===== config.mk =====
export PLATFORM = sky130hd
export DESIGN_NAME = uart_cmd_queue
export DESIGN_NICKNAME = d
export VERILOG_FILES = /design/src/rtl/uart_cmd_queue.sv
export SDC_FILE = /design/constraint.sdc
export NUM_CORES = 1
export LEC_CHECK = 0
export BUFFER_PORTS_ARGS = -buffer_cell sky130_fd_sc_hd__buf_4
export CAP_MARGIN = 20
export CORE_MARGIN = 4
export CORE_UTILIZATION = 30
export CTS_CLUSTER_SIZE = 8
export DETAILED_ROUTE_END_ITERATION = 7
export PLACE_DENSITY = 0.57
export SYNTH_ARGS = -nofsm -noshare
export SYNTH_HDL_FRONTEND = slang
export SYNTH_SLANG_ARGS = --single-unit

===== constraint.sdc =====
create_clock -name clk -period 2.1 [get_ports clk]
set_clock_uncertainty 0.1 [all_clocks]
set_input_delay 0.21 -clock clk [delete_from_list [all_inputs] [get_ports clk]]
set_output_delay 0.21 -clock clk [all_outputs]
set_load 0.05 [all_outputs]

===== src/rtl/uart_cmd_queue.sv =====
// ---------------------------------------------------------------------------
// uart_cmd_queue
//   Buffers bytes received from the UART so the CPU can consume them at its
//   own pace. The game keys U/D/L/R are decoded to codes 1..4. Other bytes are
//   dropped, or, with RAW_MODE = 1, every byte is stored unchanged. Accepted
//   entries go into a first-word-fall-through FIFO that the CPU pops through
//   the memory map. A one-hot LED register shows the last key received.
//
// Ports
//   clk       in   1        system clock (posedge)
//   rst       in   1        asynchronous active-high reset
//   rx_data   in   DATA_W   received byte, stable while rx_valid is high
//   rx_valid  in   1        receiver valid level (one accept per high period)
//   rd_en     in   1        pop request from the CPU
//   clr_ovf   in   1        clears the sticky overflow flag
//   rd_data   out  32       head entry, zero-extended; 0 while empty
//   empty     out  1        FIFO holds no entries
//   full      out  1        FIFO holds DEPTH entries
//   count     out  AW+1     number of stored entries, 0..DEPTH
//   overflow  out  1        sticky: a byte was dropped because FIFO was full
//   leds      out  LED_W    one-hot indication of the last key received
// ---------------------------------------------------------------------------
module uart_cmd_queue #(
  parameter int DATA_W   = 8,
  parameter int DEPTH    = 8,
  parameter int LED_W    = 4,
  parameter int RAW_MODE = 0
) (
  input  logic                       clk,
  input  logic                       rst,
  input  logic [DATA_W-1:0]          rx_data,
  input  logic                       rx_valid,
  input  logic                       rd_en,
  input  logic                       clr_ovf,
  output logic [31:0]                rd_data,
  output logic                       empty,
  output logic                       full,
  output logic [$clog2(DEPTH):0]     count,
  output logic                       overflow,
  output logic [LED_W-1:0]           leds
);

  localparam int AW = $clog2(DEPTH);
  localparam int CW = AW + 1;

  localparam logic [DATA_W-1:0] K_UP    = DATA_W'(8'h55);
  localparam logic [DATA_W-1:0] K_DOWN  = DATA_W'(8'h44);
  localparam logic [DATA_W-1:0] K_LEFT  = DATA_W'(8'h4C);
  localparam logic [DATA_W-1:0] K_RIGHT = DATA_W'(8'h52);

  function automatic logic [2:0] f_decode(input logic [DATA_W-1:0] b);
    logic [2:0] code;
    code = 3'd0;
    if (b == K_UP)         code = 3'd1;
    else if (b == K_DOWN)  code = 3'd2;
    else if (b == K_LEFT)  code = 3'd3;
    else if (b == K_RIGHT) code = 3'd4;
    return code;
  endfunction

  // Bits above [3] stay 0 for any LED_W >= 4.
  function automatic logic [LED_W-1:0] f_onehot(input logic [2:0] code);
    logic [LED_W-1:0] v;
    v = '0;
    case (code)
      3'd1:    v = LED_W'(4'b0001);
      3'd2:    v = LED_W'(4'b0010);
      3'd3:    v = LED_W'(4'b0100);
      3'd4:    v = LED_W'(4'b1000);
      default: v = '0;
    endcase
    return v;
  endfunction

  logic [DATA_W-1:0] r_mem [DEPTH];
  logic [AW-1:0]     r_wr_ptr;
  logic [AW-1:0]     r_rd_ptr;
  logic [CW-1:0]     r_count;
  logic              r_prev_valid;
  logic              r_ovf;
  logic [LED_W-1:0]  r_leds;

  logic              w_accept;
  logic [2:0]        w_code;
  logic [DATA_W-1:0] w_entry;
  logic              w_push_req;
  logic              w_pop;
  logic              w_push;
  logic              w_drop;

  assign empty    = (r_count == '0);
  assign full     = (r_count == CW'(DEPTH));
  assign count    = r_count;
  assign overflow = r_ovf;
  assign leds     = r_leds;
  assign rd_data  = empty ? 32'd0 : 32'(r_mem[r_rd_ptr]);

  // Edge-detect the level valid so a long rx_valid pulse is taken once.
  assign w_accept   = rx_valid & ~r_prev_valid;
  assign w_code     = f_decode(rx_data);
  assign w_entry    = (RAW_MODE != 0) ? rx_data : DATA_W'(w_code);
  assign w_push_req = w_accept & ((RAW_MODE != 0) | (w_code != 3'd0));
  assign w_pop      = rd_en & ~empty;
  // A pop in the same cycle frees the slot, so a full FIFO can still accept.
  assign w_push     = w_push_req & (~full | w_pop);
  assign w_drop     = w_push_req & full & ~w_pop;

  always_ff @(posedge clk) begin
    if (w_push) r_mem[r_wr_ptr] <= w_entry;
  end

  always_ff @(posedge clk or posedge rst) begin
    if (rst) begin
      r_wr_ptr     <= '0;
      r_rd_ptr     <= '0;
      r_count      <= '0;
      r_prev_valid <= 1'b0;
      r_ovf        <= 1'b0;
      r_leds       <= '0;
    end else begin
      r_prev_valid <= rx_valid;
      if (w_accept) r_leds <= f_onehot(w_code);
      if (w_push)   r_wr_ptr <= r_wr_ptr + AW'(1);
      if (w_pop)    r_rd_ptr <= r_rd_ptr + AW'(1);
      case ({w_push, w_pop})
        2'b10:   r_count <= r_count + CW'(1);
        2'b01:   r_count <= r_count - CW'(1);
        default: r_count <= r_count;
      endcase
      // A new drop outranks a clear in the same cycle.
      if (w_drop)       r_ovf <= 1'b1;
      else if (clr_ovf) r_ovf <= 1'b0;
    end
  end

endmodule


==> reports/summary.md <==
The tools report the launch instance of the worst register-to-register path as count[2]. Setup repair after global routing could not meet its margin everywhere. The number of pins with negative max-slew slack in the final report is 0, and the number of DRC markers in iteration 0 is 77.

Entering global routing, the biggest net connects 17 pins. In this run, synthesis inferred 24 flip-flops with an integrated enable. The logs give 3.40 mW for the sum of internal, switching and leakage power and 0.319 for the sequential cell fraction of total power. Placer's final routability congestion estimate: 0.691. The multi-input combinational cells in the finished layout cover a total of 947 µm².

The number of antenna violations at the first check in global routing was 0. During placement, the flow inserted port buffers numbering 26. In this run the worst setup path begins at count[2].

The tools report the number of endpoints failing setup at the final stage as 1. The first TritonRoute pass finished after 4 iterations. The XOR/XNOR share of the synthesized area came out at 0.0370. Share of total power in combinational logic: 0.428. In this run the register-to-register setup slack is -0.05 ns. The share of final-layout standard cells stronger than drive strength 1 is 0.468. After detailed routing, the average wire length per cell comes to 12.6 µm. The minimum clock period after layout came out at 2.15 ns. The tree is rooted in a sky130_fd_sc_hd__clkbuf_8.

The cell internal power dissipation was 2.16 mW; the overall die area was 0.00852 mm². The worst hold path belongs to the class input port to register. The tools report the share of synthesized area occupied by flip-flops and latches as 0.526. The tree built by TritonCTS fans out to 40 sinks.

After legalization and detailed placement, the total HPWL measured 3090 µm. Following the worst setup path forward leads to its endpoint at count[2]. The checks that failed: negative setup slack. The area share of and/or/nand/nor cells after synthesis is 0.138. The worst register-to-register path ends at count[2]. The area overhead of the layout relative to synthesis was 33.3%; the gate count after technology mapping was 161.

The die boundary height came out at 92.3 µm. The tools report the hold violation total from the final report as 0. A synthesized cell averages 13.2 µm². The buffer depth of the longest clock path is 2, and the slew at the pin closest to its max-slew limit is 0.651 ns. The tools report the starting utilization of the core area as 0.312. The clock network fraction of total power is 0.253. The setup slack of the critical path after layout was -0.0497 ns; the post-detailed-route DRC marker count was 0. Net switching fraction of the power: 0.367. Clock-pin slew was measured on the worst setup and hold paths at 0.08 ns.

The maximum clock frequency was 465 MHz; the number of antenna-violating nets in the routed design was 0. The total core area came out at 0.00683 mm². TritonCTS built the clock tree. Startpoint type of the worst setup path: a register.

The worst-case IR drop observed on VDD is 0.363 mV. The worst endpoint required time is 2.17 ns. Counting flops and latches in the post-synthesis netlist gives 40. STA puts the critical path data arrival time at 2.22 ns. The run gives 4010 µm as the wire length after detailed routing.

The flow ran to the end, but the final reports show violations. In this run the horizontal extent of the chip is 92.3 µm. The critical path capture point type is a register. In this run the power spent charging and discharging nets is 1.25 mW.

56 I/O pins were placed. The dominant synthesized flop cell is sky130_fd_sc_hd__edfxtp_1. After synthesis, the largest family of logic cells by area is simple AND/OR/NAND/NOR gates. The clock reaches the later pin of the worst-skew pair after 0.29 ns. The cell count of the worst hold path was 2; the first-pass GRT wire length was 6530 µm.

Overall routing resource usage: 0.0988. Row generation in the floorplan step produced 30 rows. The cell area that synthesis handed to floorplanning was 0.00213 mm². The proportion of register bits with asynchronous set or reset after synthesis works out to 0.400. For this run, the post-layout net count is 239. The fraction of the mapped netlist area in compound gates was 0.0440; the number of antenna diodes was 0. For the sum of negative setup slack, the log shows -0.0497 ns.

The critical path start-end classification is register to register. The tools report the via count of the first global-routing pass as 1302. The final cycle utilization of the critical path was 1.02. For this design the static power due to leakage is 1.17 nW.

After routing the design area is 0.00284 mm². During synthesis, Yosys emitted a total of 0 warnings. Largest fanout on the critical path: 4. The adder and majority gate portion of the synthesized area is 0.0293, and the post-layout utilization of the core is 0.416. The number of vias per cell after detailed routing was 4.10; the final hold slack was 0.00180 ns. Yosys mapped the design onto 41 distinct sky130hd cell types. Max-cap violations in this run came to 0.

Before CTS, the worst setup slack after placement is -0.218 ns. The remaining max-slew budget at the tightest pin is 0.565, and the number of cells traversed by the worst register-to-register path is 9. The logs give 318 for the number of standard cells in the final layout excluding fillers and 304 for the count of placed standard cells including taps. In this run the power density over the cells is 1200 mW/mm². CTS built an H-tree with a depth of 2.

The count of filler cells inserted in the layout is 652, and the remaining global-route overflow is 0. TritonCTS created 5 clock buffers. Detailed routing inserted a total of 1304 vias. The mux cell area share after synthesis was 0.0986; the placed cell area was 0.00258 mm². Summing all flip-flop and latch instances after layout gives 0.00113 mm².
==> cells by family (layout without fill, tap and decap cells) <==
group,Yosys count,after routing
muxes,13,13
buffers and inverters,40,73
and+or+nand+nor,40,40
AOI/OAI and AO/OA,13,13
other,1,29
DFF,40,40
adders and majority gates,5,5
xor gates and xnor gates,9,9
==> placed cells by master (no fill, tap or decap), drive strengths merged, types with 2 or more instances in the layout <==
cell type	synthesis	layout
dfrtp	16	16
or3b	2	2
nor2	7	7
a21oi	5	5
ha	5	5
edfxtp	24	24
xnor2	4	4
nor4b	4	4
conb	1	29
bufinv	0	3
nand2	8	8
dlygate4sd3	0	2
nor3	2	2
or3	2	2
nor4	3	3
buf	34	58
mux4	6	6
nand4bb	2	2
mux2i	3	3
nor2b	4	4
clkbuf	1	5
inv	5	5
mux2	4	4
xor2	5	5
o21ai	3	3
==> registers in the layout, summed over array words and instances (netlist names) <==
name,count
count,4
leds,4
overflow,1
r_mem,24
r_prev_valid,1
r_rd_ptr,3
r_wr_ptr,3
==> synthesized netlist by cell type, types with 2 or more instances <==
| master | instances | area [µm²] |
|---|---|---|
| sky130_fd_sc_hd__xor2_1 | 5 | 43.8 |
| sky130_fd_sc_hd__buf_1 | 3 | 11.3 |
| sky130_fd_sc_hd__or3b_2 | 2 | 17.5 |
| sky130_fd_sc_hd__nor4_1 | 2 | 12.5 |
| sky130_fd_sc_hd__xnor2_1 | 4 | 35.0 |
| sky130_fd_sc_hd__a21oi_1 | 4 | 20.0 |
| sky130_fd_sc_hd__nor3_1 | 2 | 10.0 |
| sky130_fd_sc_hd__dfrtp_1 | 16 | 400 |
| sky130_fd_sc_hd__o21ai_0 | 2 | 10.0 |
| sky130_fd_sc_hd__nand4bb_1 | 2 | 22.5 |
| sky130_fd_sc_hd__nor4b_2 | 4 | 60.1 |
| sky130_fd_sc_hd__buf_4 | 29 | 218 |
| sky130_fd_sc_hd__ha_1 | 5 | 62.6 |
| sky130_fd_sc_hd__nor2b_1 | 4 | 25.0 |
| sky130_fd_sc_hd__nor2_1 | 7 | 26.3 |
| sky130_fd_sc_hd__edfxtp_1 | 24 | 721 |
| sky130_fd_sc_hd__mux4_2 | 6 | 135 |
| sky130_fd_sc_hd__nand2_1 | 8 | 30.0 |
| sky130_fd_sc_hd__mux2i_1 | 3 | 30.0 |
| sky130_fd_sc_hd__mux2_2 | 4 | 45.0 |
| sky130_fd_sc_hd__inv_1 | 5 | 18.8 |
==> layer usage <==
layer  wire, µm  GRT usage
met1       1770      0.122
met2       1930      0.159
met3        234     0.0276
met4         78     0.0483
met5          0          0
==> worst min path at each step <==
stage                  from        to  slack (ns)
global placement        rst   leds[3]        0.24
CTS                 clr_ovf  overflow      0.0008
finish              clr_ovf  overflow       0.002
global route        clr_ovf  overflow        0.02
floorplan               rst   leds[0]        0.02
detailed placement      rst   leds[3]        0.24
==> power by group through the flow <==
| stage | logic (mW) | registers, mW | clock network [mW] |
|---|---|---|---|
| final | 1.46 | 1.09 | 0.862 |
| after global routing | 1.55 | 1.11 | 0.917 |
| after CTS | 1.35 | 1.10 | 0.879 |
| after detailed placement | 1.34 | 1.11 | 0 |
| after global placement | 1.32 | 1.11 | 0 |
| after floorplan | 0.906 | 1.19 | 0 |
==> layout make-up <==
class,instances,area share
flip-flops and latches,40,0.398
multi-input cells,109,0.333
clock inverters,3,0.0317
repair buffers,60,0.164
inverters,5,0.00661
well taps,96,0.0423
clock buffers,5,0.0242
==> repair_timing <==
action                     4_1_cts  5_1_grt
setup buffers                    0        4
hold endpoints to repair        17        0
hold buffers                     2        0
pin swaps                        3        5
gates resized for setup          3        7
setup endpoints to repair        6        6
==> critical path, stage by stage (launching register included) <==
cell,delay [ns]
sky130_fd_sc_hd__dfrtp_4,0.52
sky130_fd_sc_hd__nor4_4,0.39
sky130_fd_sc_hd__nor2_4,0.10
sky130_fd_sc_hd__ha_4,0.17
sky130_fd_sc_hd__xor2_1,0.13
sky130_fd_sc_hd__ha_1,0.18
sky130_fd_sc_hd__a21oi_2,0.11
sky130_fd_sc_hd__xor2_1,0.15
sky130_fd_sc_hd__nor2_1,0.06
sky130_fd_sc_hd__xor2_1,0.13
(Power assumes the default switching activity.)
